`src/rtl/mips_pkg.sv`:
```
// Shared MIPS definitions for the fetch stage.
//   OP_J / OP_JAL : primary opcodes of the absolute jumps
//   NOP_WORD      : instruction word used as a pipeline bubble
//   jump_target   : J-format target {pc4[31:28], idx26, 2'b00}
package mips_pkg;

  localparam logic [5:0]  OP_J     = 6'b000010;
  localparam logic [5:0]  OP_JAL   = 6'b000011;
  localparam logic [31:0] NOP_WORD = 32'h0000_0000;

  function automatic logic [31:0] jump_target(input logic [31:0] pc4,
                                              input logic [25:0] idx26);
    return {pc4[31:28], idx26, 2'b00};
  endfunction

endpackage

```
`src/rtl/ifid_reg.sv`:
```
// IF/ID pipeline register.
//   clk, reset         : clock, async active-low reset
//   hold               : keep current contents
//   bubble             : load BUBBLE_WORD with valid=0 (wins over hold)
//   instr_in, pc4_in   : word and PC+4 from the fetch stage
//   instr, pc4, valid  : registered IF/ID contents
module ifid_reg #(
  parameter logic [31:0] BUBBLE_WORD = 32'h0000_0000
) (
  input  logic        clk,
  input  logic        reset,
  input  logic        hold,
  input  logic        bubble,
  input  logic [31:0] instr_in,
  input  logic [31:0] pc4_in,
  output logic [31:0] instr,
  output logic [31:0] pc4,
  output logic        valid
);

  // pc4 is left untouched on a bubble; it is meaningless while valid=0.
  always_ff @(posedge clk or negedge reset) begin
    if (!reset) begin
      instr <= BUBBLE_WORD;
      pc4   <= '0;
      valid <= 1'b0;
    end else if (bubble) begin
      instr <= BUBBLE_WORD;
      valid <= 1'b0;
    end else if (!hold) begin
      instr <= instr_in;
      pc4   <= pc4_in;
      valid <= 1'b1;
    end
  end

endmodule

```
`src/rtl/if_fetch_unit.sv`:
```
// Instruction-fetch stage of the 5-stage MIPS pipeline.
//   clk, reset               : clock, async active-low reset
//   imem_addr / imem_instr   : combinational instruction ROM interface
//   stall                    : hold PC and IF/ID
//   id_redirect, id_target   : jump resolved in ID
//   ex_redirect, ex_target   : taken branch resolved in EX (highest priority)
//   ifid_instr/pc4/valid     : IF/ID pipeline register
//   halted                   : sticky program-end self-jump flag
//   fetch_count              : instructions accepted into IF/ID
module if_fetch_unit #(
  parameter logic [31:0] RESET_PC    = 32'h0000_0000,
  parameter bit          HALT_DETECT = 1'b1,
  parameter logic [31:0] NOP_WORD    = mips_pkg::NOP_WORD
) (
  input  logic        clk,
  input  logic        reset,
  output logic [31:0] imem_addr,
  input  logic [31:0] imem_instr,
  input  logic        stall,
  input  logic        id_redirect,
  input  logic [31:0] id_target,
  input  logic        ex_redirect,
  input  logic [31:0] ex_target,
  output logic [31:0] ifid_instr,
  output logic [31:0] ifid_pc4,
  output logic        ifid_valid,
  output logic        halted,
  output logic [31:0] fetch_count
);

  logic [31:0] pc;
  logic [31:0] pc_plus4;
  logic        bubble;
  logic        hold;
  logic        halt_hit;

  assign imem_addr = pc;
  assign pc_plus4  = pc + 32'd4;

  // IF/ID control is the priority chain folded into two signals: a bubble
  // comes from halt, EX redirect, or an ID redirect that is not stalled.
  always_comb begin
    halt_hit = 1'b0;
    if (HALT_DETECT)
      halt_hit = (imem_instr[31:26] == mips_pkg::OP_J) &&
                 (mips_pkg::jump_target(pc, imem_instr[25:0]) == pc);
    bubble = halted | ex_redirect | (~stall & id_redirect);
    hold   = stall & ~bubble;
  end

  always_ff @(posedge clk or negedge reset) begin
    if (!reset) begin
      pc          <= RESET_PC;
      halted      <= 1'b0;
      fetch_count <= '0;
    end else if (halted) begin
      pc <= pc;
    end else if (ex_redirect) begin
      pc <= ex_target;
    end else if (stall) begin
      pc <= pc;
    end else if (id_redirect) begin
      pc <= id_target;
    end else begin
      pc          <= pc_plus4;
      fetch_count <= fetch_count + 32'd1;
      if (halt_hit)
        halted <= 1'b1;
    end
  end

  ifid_reg #(
    .BUBBLE_WORD(NOP_WORD)
  ) u_ifid (
    .clk      (clk),
    .reset    (reset),
    .hold     (hold),
    .bubble   (bubble),
    .instr_in (imem_instr),
    .pc4_in   (pc_plus4),
    .instr    (ifid_instr),
    .pc4      (ifid_pc4),
    .valid    (ifid_valid)
  );

endmodule

```
`config.mk`:
```
export PLATFORM = sky130hd
export DESIGN_NAME = if_fetch_unit
export DESIGN_NICKNAME = d
export VERILOG_FILES = /design/src/rtl/mips_pkg.sv /design/src/rtl/ifid_reg.sv /design/src/rtl/if_fetch_unit.sv
export SDC_FILE = /design/constraint.sdc
export NUM_CORES = 1
export LEC_CHECK = 0
export BUFFER_PORTS_ARGS = -buffer_cell sky130_fd_sc_hd__buf_2
export CORE_MARGIN = 10
export CORE_UTILIZATION = 37
export CTS_CLUSTER_SIZE = 14
export DETAILED_ROUTE_END_ITERATION = 10
export PLACE_DENSITY = 0.61
export SYNTH_ARGS = -nofsm -noshare
export SYNTH_HDL_FRONTEND = slang
export SYNTH_HIERARCHICAL = 1
export SYNTH_SLANG_ARGS = --single-unit
```
`constraint.sdc`:
```
create_clock -name clk -period 4.4 [get_ports clk]
set_input_delay 0.88 -clock clk [delete_from_list [all_inputs] [get_ports clk]]
set_output_delay 0.88 -clock clk [all_outputs]
set_load 0.01 [all_outputs]
```
=== Word level (Yosys, flattened, before mapping) ===
Index checks and enable logic that the tools add are counted.

* Latch bits: 0
* Memory bits (writable): 0
* Memory bits (read-only): 0
* Memories kept: 0
* Register bits after elaboration: 130

* Bitwise gates (word level): 10
* Shift-type cells: 0
* Multiplexer cells: 12
* Equality and inequality tests: 4
* $mul: 0
* Reductions and logical operators: 4
* $add $sub $neg: 2
* Div/mod/pow operators: 0
* Order comparisons: 0

{| class="wikitable"
|+ Operators with widths
! cell !! count
|-
| 32-bit two-way mux || 5
|-
| 32-bit by 1-bit adder with 32-bit output, second input constant || 1
|-
| 32-bit by 3-bit adder with 32-bit output, second input constant || 1
|-
| 28-bit == test || 1
|-
| 1-bit two-way mux || 7
|-
| 6-bit by 2-bit == test with 1-bit output, second input constant || 1
|-
| 1-bit NOT || 6
|-
| 2-bit AND reduction || 2
|-
| 4-bit AND reduction || 1
|-
| 1-bit AND || 2
|-
| 2-bit by 1-bit != test with 1-bit output, second input constant || 1
|-
| 2-bit != test, second input constant || 1
|-
| 1-bit OR || 2
|-
| 1-bit logical AND || 1
|}

=== Depth between registers and ports, before layout ===
* Word-level depth: 7
* Mapped depth: 8

=== Hierarchy ===
The synthesis kept the hierarchy.

{| class="wikitable"
|+ By module, submodules not included
! module !! area an instance (um^2) !! times used !! seq. area each (um^2) !! cells an instance
|-
| if_fetch_unit || 4675.7 || 1 || 1626.6 || 527
|-
| ifid_reg || 2685.1 || 1 || 1626.6 || 175
|}

=== Worst setup path before layout ===
No wires, ideal clock.

* Kind: input -> register
* From: input port ex_redirect
* To: register fetch_count[17]
* Arrival time: 2.378 ns
* Cell stages on the path: 7
* Required time: 4.274 ns
* Library setup time: 0.126 ns
* Setup slack: 1.896 ns
* Path buffers: 3
* Cells stage by stage: buf_6 > or4_4 > buf_6 > nor4_4 > buf_6 > nand4_1 > xnor2_1

* Longest elaborated chain between the ends: 2

{| class="wikitable"
|+ RTL lines
! item !! line !! RTL
|-
| from (decl) || if_fetch_unit.sv:22 || <nowiki>input logic ex_redirect,</nowiki>
|-
| 1-bit NOT (no source line) || -- ||
|-
| 4-bit AND reduction (no source line) || -- ||
|-
| to (signal assigned) || if_fetch_unit.sv:66 || <nowiki>fetch_count <= fetch_count + 32'd1;</nowiki>
|-
| to (decl) || if_fetch_unit.sv:28 || <nowiki>output logic [31:0] fetch_count</nowiki>
|}

No other way between the ends.
A chain may end at the register's enable or synchronous reset.

=== Final worst setup path ===
* From: register pc[10] (netlist: imem_addr[10])
* To: register u_ifid.pc4[29]

* Longest elaborated chain between the ends: 1

{| class="wikitable"
|+ RTL lines
! item !! line !! RTL
|-
| from (decl) || if_fetch_unit.sv:31 || <nowiki>logic [31:0] pc;</nowiki>
|-
| from (signal assigned) || if_fetch_unit.sv:57 || <nowiki>pc <= pc;</nowiki>
|-
| from (signal assigned) || if_fetch_unit.sv:59 || <nowiki>pc <= ex_target;</nowiki>
|-
| from (signal assigned) || if_fetch_unit.sv:61 || <nowiki>pc <= pc;</nowiki>
|-
| 32-bit by 3-bit adder with 32-bit output || if_fetch_unit.sv:38 || <nowiki>assign pc_plus4 = pc + 32'd4;</nowiki>
|-
| net pc_plus4[29] || if_fetch_unit.sv:32 || <nowiki>logic [31:0] pc_plus4;</nowiki>
|-
| to (signal assigned) || ifid_reg.sv:32 || <nowiki>pc4 <= pc4_in;</nowiki>
|-
| to (decl) || ifid_reg.sv:17 || <nowiki>output logic [31:0] pc4,</nowiki>
|}

The timed path passes the listed nets, and every way through them passes these cells.

==> summary.txt <==
Final Hold Slack: 0.471 ns
CP max FO: 10
Status: finished, final reports clean
Post-DR wirelength/cell: 21.6 µm
Yosys top cell area share: 0.442
CTS root buf: clkbuf_16
Crit end category: flop
CTS tree: built
Hold_sp: fetch_count[31]
Max-slew violation count: 0
Num CTS Buffers: 17
Synth area leaders: dfrtp_1, xnor2_1, mux2_4
M2 GR Usage: 0.300
Unique masters post-synth: 56
Detailed Place HPWL: 18600 µm
Final setup vio count: 0
CP Launch Type: flop
CP arrival: 2.97 ns
Slew @ Worst Pin: 1.23 ns
Die area: 25900 µm²
Crit Reg-Reg Endpoint: u_ifid/pc4[29]
Busiest grt layer: met2
# resized after CTS: 0
RSZ-0062 raised after global routing: no
Syn nets: 805
Core Footprint: 19500 µm²
HP Class: flop to flop
Minimum clock period: 2.67 ns
Largest buffer count on any clock path: 2
First-pass GRT wire length: 38900 µm
Synth Area per Inst: 10.5 µm²
DR vias: 6312
Vias in the first global route: 6580
Skew final: 0.00881 ns
IO buf count: 230
CP Class: flop to flop
Total GRT Usage: 0.191
Mapped Cells: 702
Hold path cells: 1
DP Area: 8590 µm²
# rows: 51
Synthesized flop and latch total: 130
Dominant register cell in the synthesized netlist: dfrtp_1
Worst reg-to-reg path cell count: 5
F_max: 375 MHz
Reg2Reg Launch Point: imem_addr[10]
Fin area: 9240 µm²
Max-Cap Viols: 0
Met3 global-route usage: 0.0574
Drt first pass iters: 5
Die Y-Extent: 161 µm
Slew headroom: 0.175
Area grow syn2layout: 25.6%
Drt initial violations: 563
Endpoints failing hold: 0
CP Data Required Time: 4.71 ns
Final instance count without filler cells: 1178
Synth cell count leaders: dfrtp_1, xnor2_1, nor2_1
Reg2reg setup slack: 1.73 ns
Met1 usage: 0.248
GPL Wtd Cong: 0.875
Hold Path Sink: fetch_count[31]
Clock Latency Late Sink: 0.42 ns
Static leakage: 4.31 nW
Synth Warn #: 6
H-tree depth: 4
CTS sink count: 130
Post-Route WL: 25400 µm
# IOs: 231
Syn Std Cell Area: 7360 µm²
Post-Place Cells: 1146
Vias/cell: 5.36
P per Cell Area: 427 nW/µm²
Largest net degree at the start of global routing: 112
Drt drc: 0
Layout cells sized above 1: 0.346
VDD IR-drop max: 0.267 mV
Top-count cell post-synth: dfrtp_1
Post-synth EDFFs: 0
ANT nets after route: 0
Asr flop ratio synth: 1.00
Sequential share of the synthesized area: 0.442
Die width: 161 µm
PnR worst setup slack: 1.73 ns
Initial antenna violation count: 1
Final worst path period share: 0.606
Setup_tns: 0 ns
CTS hold repair buffers: 0
Nets: 1003
Setup WS pre-CTS: 1.36 ns
Clk pin slew, worst setup/hold paths: 0.06 ns
Post-synth top area cell: dfrtp_1
Starting Density: 0.377
Remaining Overflow, GRT: 0
# Post-CTS Setup Buffers: 0
[worst max-delay path, cell delays in order, from the launching register on]
cell and delay (ns):
dfrtp_1 0.58, nand4_1 0.44, nor3_1 0.81, nand4_1 0.28
xnor2_1 0.19, mux2_4 0.25
[metal layers]
layer	vias to the layer above	part of all wire
met2	252	0.47
met3	28	0.074
li1	2946	-
met1	3086	0.44
met5	-	0
met4	0	0.015
[per-stage QoR]
step / power, mW / utilization
after global routing: 4.14 / 0.473
after floorplan: 2.02 / -
after CTS: 3.99 / 0.473
final: 3.95 / 0.473
after detailed placement: 2.39 / 0.440
after global placement: 2.38 / 0.440
[worst max-delay path by stage]
stage                        from               to  slack, ns  cells after the start
finish              imem_addr[10]   u_ifid/pc4[29]       1.73                      5
global route         imem_addr[2]   u_ifid/pc4[26]       1.56                      6
CTS                   ex_redirect  fetch_count[23]       1.77                      5
detailed placement    ex_redirect  fetch_count[29]       1.36                      5
global placement      ex_redirect  fetch_count[27]       1.38                      5
floorplan             ex_redirect  fetch_count[17]       1.90                      7
[layout by cell type (no fill, tap or decap), types with 14 or more instances in the layout]
cell       netlist  routed
xnor2_1         70      70
clkbuf_16        0      17
nand3_1         28      28
nor2_1          55      54
xor2_1          15      15
nand4_1         28      28
nor3_1          14      14
nand2_1         33      33
buf_2            7     229
mux2_4          30      30
mux2i_1         41      41
inv_1           14      14
a21oi_1         20      20
dfrtp_1        130     130
[flip-flops by register name, indices dropped and copies added, names as in the netlist]
name / cells
imem_addr: 32
halted: 1
u_ifid/valid: 1
fetch_count: 32
u_ifid/instr: 32
u_ifid/pc4: 32
[layout make-up]
class / instances / area [µm²]
timing repair buffer: 239 / 1220
inverter: 14 / 52.6
antenna: 1 / 2.50
clock buffer: 21 / 470
sequential: 130 / 3250
multi-input combinational: 498 / 3730
clock inverter: 10 / 180
tap: 265 / 332
fill: 1893 / 10300
[report_power, final]
group	leakage, nW	switching [mW]	internal, mW
clock network	0.315	0.537	1.04
registers	1.63	0.187	1.35
logic	2.37	0.439	0.395
total	4.31	1.16	2.79
[kinds of logic (layout without fill, tap and decap cells)]
family,after synthesis,after routing,synth area share
compound gates,116,116,0.113
flops,130,130,0.442
buf+inv,74,284,0.0537
fa+ha+maj,2,2,0.00340
other cells,0,1,0
simple gates,220,220,0.163
xor+xnor,85,85,0.101
mux,75,75,0.123
Note: power is estimated with default switching activity, not from simulation.
